## config.mk

```make
export PLATFORM = sky130hd
export DESIGN_NAME = dcache_port_arb
export DESIGN_NICKNAME = d
export VERILOG_FILES = /design/src/rtl/dcache_port_arb_pkg.sv /design/src/rtl/dcarb_wbuf.sv /design/src/rtl/dcache_port_arb.sv
export SDC_FILE = /design/constraint.sdc
export NUM_CORES = 2
export LEC_CHECK = 0
export CAP_MARGIN = 20
export CORE_UTILIZATION = 55
export CTS_CLUSTER_SIZE = 20
export DETAILED_ROUTE_END_ITERATION = 12
export PLACE_DENSITY_LB_ADDON = 0.15
export SYNTH_ARGS = -nofsm -noshare
export SYNTH_HDL_FRONTEND = slang
export SYNTH_SLANG_ARGS = --single-unit
```

## constraint.sdc

```tcl
create_clock -name clock -period 36.2 [get_ports clock]
set_input_delay 5.43 -clock clock [delete_from_list [all_inputs] [get_ports clock]]
set_output_delay 5.43 -clock clock [all_outputs]
set_load 0.02 [all_outputs]
```

## src/rtl/dcache_port_arb_pkg.sv

```systemverilog
// Shared definitions for the data-cache port arbiter: FSM state encoding,
// the address slice used for store/load hazard matching, and the
// write-buffer entry layout.
package dcache_port_arb_pkg;

  typedef enum logic [1:0] {
    DCARB_LOAD  = 2'd0,
    DCARB_DRAIN = 2'd1,
    DCARB_HOLD  = 2'd2
  } dcarb_state_e;

  // Hazards are tracked per 8-byte word: address bits [63:3].
  localparam int MATCH_MSB = 63;
  localparam int MATCH_LSB = 3;
  localparam logic [63:0] MATCH_MASK =
    {{(MATCH_MSB - MATCH_LSB + 1){1'b1}}, {MATCH_LSB{1'b0}}};

  typedef struct packed {
    logic [63:0] addr;
    logic [63:0] data;
  } wb_entry_t;

  // True when both addresses fall in the same tracked word.
  function automatic logic addr_match(input logic [63:0] a, input logic [63:0] b);
    return ((a ^ b) & MATCH_MASK) == 64'd0;
  endfunction

endpackage

```

## src/rtl/dcarb_wbuf.sv

```systemverilog
// Retired-store write buffer: circular FIFO (head/tail/count) plus a
// parallel address match that returns the youngest matching store,
// including stores being pushed in the same cycle.
module dcarb_wbuf
  import dcache_port_arb_pkg::*;
#(
  parameter int DEPTH = 8,
  localparam int PTR_W = $clog2(DEPTH),
  localparam int CNT_W = PTR_W + 1
) (
  input  logic             clock,
  input  logic             reset,
  input  logic             push0,
  input  logic [63:0]      push_addr0,
  input  logic [63:0]      push_data0,
  input  logic             push1,
  input  logic [63:0]      push_addr1,
  input  logic [63:0]      push_data1,
  input  logic             pop,
  input  logic [63:0]      match_addr,
  output logic             hit,
  output logic [63:0]      hit_data,
  output logic [63:0]      head_addr,
  output logic [63:0]      head_data,
  output logic [CNT_W-1:0] count
);

  wb_entry_t        mem [DEPTH];
  logic [PTR_W-1:0] head;
  logic [PTR_W-1:0] tail;
  logic [PTR_W-1:0] tail_p1;

  // Power-of-two depth makes the natural pointer wrap the modulo index.
  assign tail_p1 = tail + PTR_W'(1);

  // Pointer and occupancy update; push and pop in one cycle both apply.
  always_ff @(posedge clock) begin
    // NOTE: state registers use non-blocking assignment so every flop samples pre-edge values.
    if (!reset) begin
      head  <= '0;
      tail  <= '0;
      count <= '0;
    end else begin
      if (pop) head <= head + PTR_W'(1);
      tail  <= tail + PTR_W'(push0) + PTR_W'(push1);
      count <= count + CNT_W'(push0) + CNT_W'(push1) - CNT_W'(pop);
    end
  end

  // Entry storage; older store goes to tail, younger to tail+1.
  always_ff @(posedge clock) begin
    // NOTE: the entry array is deliberately not reset; count masks stale entries.
    if (push0) mem[tail]    <= '{addr: push_addr0, data: push_data0};
    if (push1) mem[tail_p1] <= '{addr: push_addr1, data: push_data1};
  end

  assign head_addr = mem[head].addr;
  assign head_data = mem[head].data;

  // Youngest-wins match: scan oldest to youngest, then same-cycle pushes.
  always_comb begin
    // NOTE: defaults first so every path assigns the outputs and no latch is inferred.
    hit      = 1'b0;
    hit_data = '0;
    for (int i = 0; i < DEPTH; i++) begin
      if (CNT_W'(i) < count && addr_match(mem[head + PTR_W'(i)].addr, match_addr)) begin
        hit      = 1'b1;
        hit_data = mem[head + PTR_W'(i)].data;
      end
    end
    if (push0 && addr_match(push_addr0, match_addr)) begin
      hit      = 1'b1;
      hit_data = push_data0;
    end
    if (push1 && addr_match(push_addr1, match_addr)) begin
      hit      = 1'b1;
      hit_data = push_data1;
    end
  end

endmodule

```

## src/rtl/dcache_port_arb.sv

```systemverilog
// Data-cache port arbiter between LSQ loads and the retired-store write
// buffer. Loads normally own the port; the buffer drains opportunistically,
// above the high watermark, or while a load waits on a pending store.
// Optional feature macro: DCARB_FWD_EN -- matching loads are answered from
// the write buffer instead of waiting in HOLD.
module dcache_port_arb
  import dcache_port_arb_pkg::*;
#(
  parameter int WB_DEPTH = 8,
  parameter int WB_HI    = 6,
  parameter int WB_LO    = 2
) (
  input  logic        clock,
  input  logic        reset,
  input  logic        lsq_rd_mem,
  input  logic [63:0] lsq_addr,
  input  logic [6:0]  lsq_pr_idx,
  input  logic [4:0]  lsq_ar_idx,
  input  logic [1:0]  rob_st_num,
  input  logic [63:0] rob_st_addr0,
  input  logic [63:0] rob_st_value0,
  input  logic [63:0] rob_st_addr1,
  input  logic [63:0] rob_st_value1,
  input  logic        dc_ready,
  output logic        Dcache_avail,
  output logic [1:0]  wb_avail,
  output logic        dc_valid,
  output logic        dc_wr,
  output logic [63:0] dc_addr,
  output logic [63:0] dc_data,
  output logic [6:0]  dc_pr_idx,
  output logic [4:0]  dc_ar_idx,
  output logic        fwd_valid,
  output logic [6:0]  fwd_pr_idx,
  output logic [4:0]  fwd_ar_idx,
  output logic [63:0] fwd_value
);

  localparam int PTR_W = $clog2(WB_DEPTH);
  localparam int CNT_W = PTR_W + 1;

`ifdef DCARB_FWD_EN
  localparam bit FWD_ON = 1'b1;
`else
  localparam bit FWD_ON = 1'b0;
`endif

  dcarb_state_e     state, state_n;
  logic [CNT_W-1:0] count, count_next, free;
  logic             push0, push1;
  logic             hit;
  logic [63:0]      hit_data, head_addr, head_data, match_addr;
  logic [63:0]      hold_addr;
  logic [6:0]       hold_pr_idx;
  logic [4:0]       hold_ar_idx;
  logic             do_wr, do_ld_lsq, do_ld_hold, do_fwd, hold_load;

  // Free space comes from registered occupancy only; pushes beyond it drop.
  assign free       = CNT_W'(WB_DEPTH) - count;
  assign push0      = (rob_st_num != 2'd0) && (free != '0);
  assign push1      = rob_st_num[1] && (free >= CNT_W'(2));
  assign wb_avail   = (free >= CNT_W'(2)) ? 2'd2 : free[1:0];
  assign count_next = count + CNT_W'(push0) + CNT_W'(push1) - CNT_W'(do_wr);

  // A held load keeps comparing its own address until the hazard clears.
  assign match_addr = (state == DCARB_HOLD) ? hold_addr : lsq_addr;

  dcarb_wbuf #(.DEPTH(WB_DEPTH)) u_wbuf (
    .clock      (clock),
    .reset      (reset),
    .push0      (push0),
    .push_addr0 (rob_st_addr0),
    .push_data0 (rob_st_value0),
    .push1      (push1),
    .push_addr1 (rob_st_addr1),
    .push_data1 (rob_st_value1),
    .pop        (do_wr),
    .match_addr (match_addr),
    .hit        (hit),
    .hit_data   (hit_data),
    .head_addr  (head_addr),
    .head_data  (head_data),
    .count      (count)
  );

  // Port grant: pick at most one of write, LSQ load, held load or forward.
  always_comb begin
    Dcache_avail = 1'b0;
    do_wr        = 1'b0;
    do_ld_lsq    = 1'b0;
    do_ld_hold   = 1'b0;
    do_fwd       = 1'b0;
    hold_load    = 1'b0;
    case (state)
      DCARB_LOAD: begin
        Dcache_avail = dc_ready;
        if (lsq_rd_mem && dc_ready) begin
          if (!hit)        do_ld_lsq = 1'b1;
          else if (FWD_ON) do_fwd    = 1'b1;
          else             hold_load = 1'b1;
        end else if (!lsq_rd_mem && dc_ready && count != '0) begin
          do_wr = 1'b1;
        end
      end
      DCARB_DRAIN: begin
        do_wr = dc_ready && (count != '0);
      end
      DCARB_HOLD: begin
        if (hit) do_wr      = dc_ready && (count != '0);
        else     do_ld_hold = dc_ready;
      end
      default: ;
    endcase
  end

  // Cache request and forward outputs driven from the grant decision.
  always_comb begin
    dc_valid   = do_wr | do_ld_lsq | do_ld_hold;
    dc_wr      = do_wr;
    dc_addr    = '0;
    dc_data    = '0;
    dc_pr_idx  = '0;
    dc_ar_idx  = '0;
    if (do_wr) begin
      dc_addr = head_addr;
      dc_data = head_data;
    end else if (do_ld_lsq) begin
      dc_addr   = lsq_addr;
      dc_pr_idx = lsq_pr_idx;
      dc_ar_idx = lsq_ar_idx;
    end else if (do_ld_hold) begin
      dc_addr   = hold_addr;
      dc_pr_idx = hold_pr_idx;
      dc_ar_idx = hold_ar_idx;
    end
    fwd_valid  = do_fwd;
    fwd_value  = do_fwd ? hit_data   : '0;
    fwd_pr_idx = do_fwd ? lsq_pr_idx : '0;
    fwd_ar_idx = do_fwd ? lsq_ar_idx : '0;
  end

  // Next state from watermarks (on post-update count) and hazard status.
  always_comb begin
    state_n = state;
    case (state)
      DCARB_LOAD: begin
        if (hold_load)                        state_n = DCARB_HOLD;
        else if (count_next >= CNT_W'(WB_HI)) state_n = DCARB_DRAIN;
      end
      DCARB_DRAIN: begin
        if (count_next <= CNT_W'(WB_LO)) state_n = DCARB_LOAD;
      end
      DCARB_HOLD: begin
        if (do_ld_hold)
          state_n = (count_next >= CNT_W'(WB_HI)) ? DCARB_DRAIN : DCARB_LOAD;
      end
      default: state_n = DCARB_LOAD;
    endcase
  end

  // State register.
  always_ff @(posedge clock) begin
    if (!reset) state <= DCARB_LOAD;
    else        state <= state_n;
  end

  // Hold register captures a hazarded load; reset discards it.
  always_ff @(posedge clock) begin
    if (!reset) begin
      hold_addr   <= '0;
      hold_pr_idx <= '0;
      hold_ar_idx <= '0;
    end else if (hold_load) begin
      hold_addr   <= lsq_addr;
      hold_pr_idx <= lsq_pr_idx;
      hold_ar_idx <= lsq_ar_idx;
    end
  end

  // Protocol checks on the LSQ and ROB handshakes.
  a_load_only_when_avail: assert property (@(posedge clock) disable iff (!reset)
    !(lsq_rd_mem && !Dcache_avail));
  a_push_fits: assert property (@(posedge clock) disable iff (!reset)
    !(((rob_st_num != 2'd0) && (free == '0)) || (rob_st_num[1] && (free < CNT_W'(2)))));

endmodule

```

==> impl_metrics.csv <==
group,metric,value,unit
min_path,worst_hold_path_type,"register to register",
logic_synthesis,netlist_instances,6407,
clock_network,post-cts-setup-buffer-count,0,
global_route,antenna_found_initial,51,
floorplan,floorplan.initialDensity,55.6,%
timing,timing.clock.skew,65.7,ps
global_route,global_route.usage.total,47.4,%
detailed_routing,drt-wirelength-per-cell,43.6,µm
detailed_routing,antenna_violating_nets_post_route,0,
clock_network,clock_insertion_delay_worst_skew,820,ps
logic_synthesis,synth.lib_cells_used.distinct,75,
global_route,grtUsageMet2,68.6,%
worst_setup_path,r2r_setup_slack,26240,ps
timing,tns,0,ps
clock_network,count_of_clock_tree_sinks,1115,
logic_synthesis,synth_top_family_by_area,"multiplexers",
floorplan,placeableCoreArea,0.155,mm²
worst_setup_path,critPathMostFrequentCell,"buf_4",
cells_and_area,syn_to_final_growth,12.3,%
place,preCtsSetupSlack,19570,ps
worst_setup_path,crit_fanout,111,
clock_network,ctsHtreeMaxLevel,4,
worst_setup_path,cp_top_family,"buffers and inverters",
global_route,global_route.overflow_total,0,
detailed_routing,via_count,65900,
min_path,min_from,"hold_pr_idx[4]$_SDFFE_PN0P_",
cells_and_area,register_area,0.0326,mm²
global_route,grt_max_degree,126,
run_status,violations_in_the_final_reports,"slew limit",
power_and_ir_drop,peakVddDrop,0.000115,V
logic_synthesis,post_synth_edffs,1024,
logic_synthesis,synth-adder-area-share,0.273,%
floorplan,fp.dieH,398,µm
timing,slew_headroom,-4.62,%
detailed_routing,wl,381000,µm
logic_synthesis,asyncSetResetFlopFracSynth,0,%
logic_synthesis,syn_avg_cell_area,13.4,µm²
timing,fmax,58.2,MHz
cells_and_area,design_area,0.0966,mm²
cells_and_area,fill_cells,11600,
logic_synthesis,ys_seq_elements,1115,
timing,slew_viol_final,28,
detailed_routing,detailedRoute.firstPassIterationCount,8,
logic_synthesis,synth.yosys.warnings,0,
run_status,outcome,"finished, violations left",
cells_and_area,final_cell_mix,"1060 x mux2_2, 1024 x edfxtp_1, 770 x mux2i_1, 716 x mux4_2, 482 x clkdlybuf4s50_1",
power_and_ir_drop,fin_total_pwr,7.62,mW
worst_setup_path,arrival,11760,ps
floorplan,die-area,0.158,mm²
logic_synthesis,mapped_area,0.0860,mm²
timing,finalHoldViolations,0,
logic_synthesis,synth-xor-area-share,5.57,%
worst_setup_path,worst-r2r-cell-count,23,
floorplan,placementRows,144,
timing,setup_viol,0,
clock_network,clock_tree_from_tritoncts,"yes",
place,placed_cell_area,0.0921,mm²
logic_synthesis,yosys.area_share.simple,4.37,%
min_path,hold-path-endpoint,"hold_pr_idx[4]$_SDFFE_PN0P_",
detailed_routing,initialDrtViolationCount,10900,
place,place.gp.congestion,1.17,
clock_network,cts_buffers,130,
power_and_ir_drop,p_per_area,78.9,mW/mm²
global_route,first_global_vias,62100,
logic_synthesis,synth_compound_area_share,4.93,%
logic_synthesis,synth_mux_area_share,42.3,%
timing,finalWorstPathRequiredPeriod,17190,ps
timing,rsz_0062_raised_after_global_routing,"false",
worst_setup_path,cp_slowest_stage_delay,1000,ps
clock_network,clkSlewWorstSetupHoldPaths,60,ps
place,portBuffers,482,
global_route,grt_pass1_wl,519000,µm
place,hpwl,272000,µm
floorplan,die_w,398,µm
worst_setup_path,path_cells,"clkdlybuf4s50_1 > mux2i_1 > buf_4 > xnor2_1 > nand4_1 > nor4_1 > nand4_1 > o21ai_0 > a21bo_2 > nor4b_4 > buf_4 > buf_4 > a32o_1 > clkdlybuf4s50_1",
worst_setup_path,crit-reg2reg-capture,"state[0]$_SDFFE_PN0P_",
cells_and_area,finalNetCount,6906,
timing,worst_slack,19010,ps
clock_network,total_of_cells_resized_after_clock_tree_synthesis,0,
clock_network,post_cts_hold_buffer_count,0,
timing,final.period_utilization,47.5,%
detailed_routing,remaining_drcs,0,
global_route,gr-usage-met1,61.3,%
cells_and_area,layout_commonest_cell,"mux2_2",
worst_setup_path,regToRegStartpoint,"u_wbuf.head[0]$_SDFFE_PN0P_",
global_route,met3_usage,17.3,%
worst_setup_path,crit_path_top_delay_cell,"xnor2_1",
global_route,grt_busiest_layer,"met2",
detailed_routing,routed_via_density,7.56,
logic_synthesis,yosysSeqAreaShare,37.9,%
worst_setup_path,timing.critical_path.from_type,"primary input",
clock_network,cts-root-to-sink-buffers,3,
floorplan,pin_count,560,
timing,worst_slew_pin_slew,1570,ps
power_and_ir_drop,total_leakage_power,30.5,nW
min_path,min_delay_path_depth,2,
clock_network,clockRootBuffer,"clkbuf_16",
cells_and_area,layout-drive-gt1-share,35.2,%
worst_setup_path,critical_path.endpoint_type,"primary output",
worst_setup_path,required,30770,ps
cells_and_area,multi_input_gate_area,0.0503,mm²
worst_setup_path,setup.worst_path.class,"primary input to primary output",
logic_synthesis,synth_top_flop_cell,"edfxtp_1",
run,max_cap_violations,0,
worst_setup_path,critPathBufInv,5,
==> registers in the layout, indices dropped and copies added, names as in the netlist, named ones only <==
signal        cells
u_wbuf.count      4
hold_ar_idx       5
state             2
hold_addr        64
u_wbuf.head       3
u_wbuf.mem     1024
hold_pr_idx       7
u_wbuf.tail       3
==> tightest hold or removal path: cells and delay by family (launching register included) <==
| kind | cells | cell delay [ps] |
|---|---|---|
| compound gates | 2 | 120 |
| flops | 1 | 300 |
==> layout make-up <==
cell class                 count  area share (%)
antenna                       21          0.0544
multi-input combinational   4590            52.1
timing repair buffer         695            6.85
clock inverter                76           0.939
sequential                  1115            33.7
tap                         2044            2.65
clock buffer                 159            3.57
inverter                      19          0.0803
==> layer usage <==
metal	share of wire, %	vias to the layer above
met5	0.15	-
met4	7.1	58
met3	14	1038
met2	43	5352
met1	36	33700
li1	-	25700
==> metrics by stage <==
step	util [%]	instances	hold slack, ps
after detailed placement	59.5	8459	468
after floorplan	-	6483	454
after global placement	59.5	8454	465
final	62.4	8719	479
after global routing	62.4	8704	511
after CTS	62.3	8694	476
==> report_power, final <==
group	internal [mW]	total (mW)	leakage, nW	switching (mW)
sequential	1.88	2.18	10.1	0.296
combinational	1.51	4.11	18.3	2.59
clock	0.744	1.34	2.08	0.598
==> cell families after synthesis <==
logic type	after synthesis
simple gates	754
fa+ha+maj	17
xor+xnor	546
mux	2607
other cells	1
flops	1115
buf+inv	778
compound gates	589
==> how the worst max path moves through the flow <==
stage	from	end	slack, ps	cells past startpoint
global placement	lsq_addr[63]	dc_addr[51]	19490	14
finish	lsq_addr[38]	dc_pr_idx[1]	19010	14
detailed placement	lsq_addr[63]	dc_addr[51]	19570	14
floorplan	rob_st_num[1]	u_wbuf.mem[0][0]$_DFFE_PP_	20100	4
CTS	lsq_addr[63]	dc_addr[51]	19560	14
global route	lsq_addr[27]	dc_addr[8]	19200	13
==> synth_stat cells (all sizes together), types with 20 or more instances <==
library cell  number  area share [%]
buf              526             3.6
mux2            1061              14
nand4             97            0.71
nor2             125            0.55
dfxtp             91             2.1
edfxtp          1024              36
clkbuf           233             1.0
o21ai            115            0.67
mux4             716              19
mux2i            830             9.7
nor4              65            0.47
xor2             190             1.9
nand2            141            0.62
nand3            240             1.4
o211ai            67            0.88
a22oi            154             1.3
xnor2            356             3.6
nor3              20            0.12
o22ai             21            0.15
a21oi            109            0.65
Note: power is estimated with default switching activity, not from simulation.
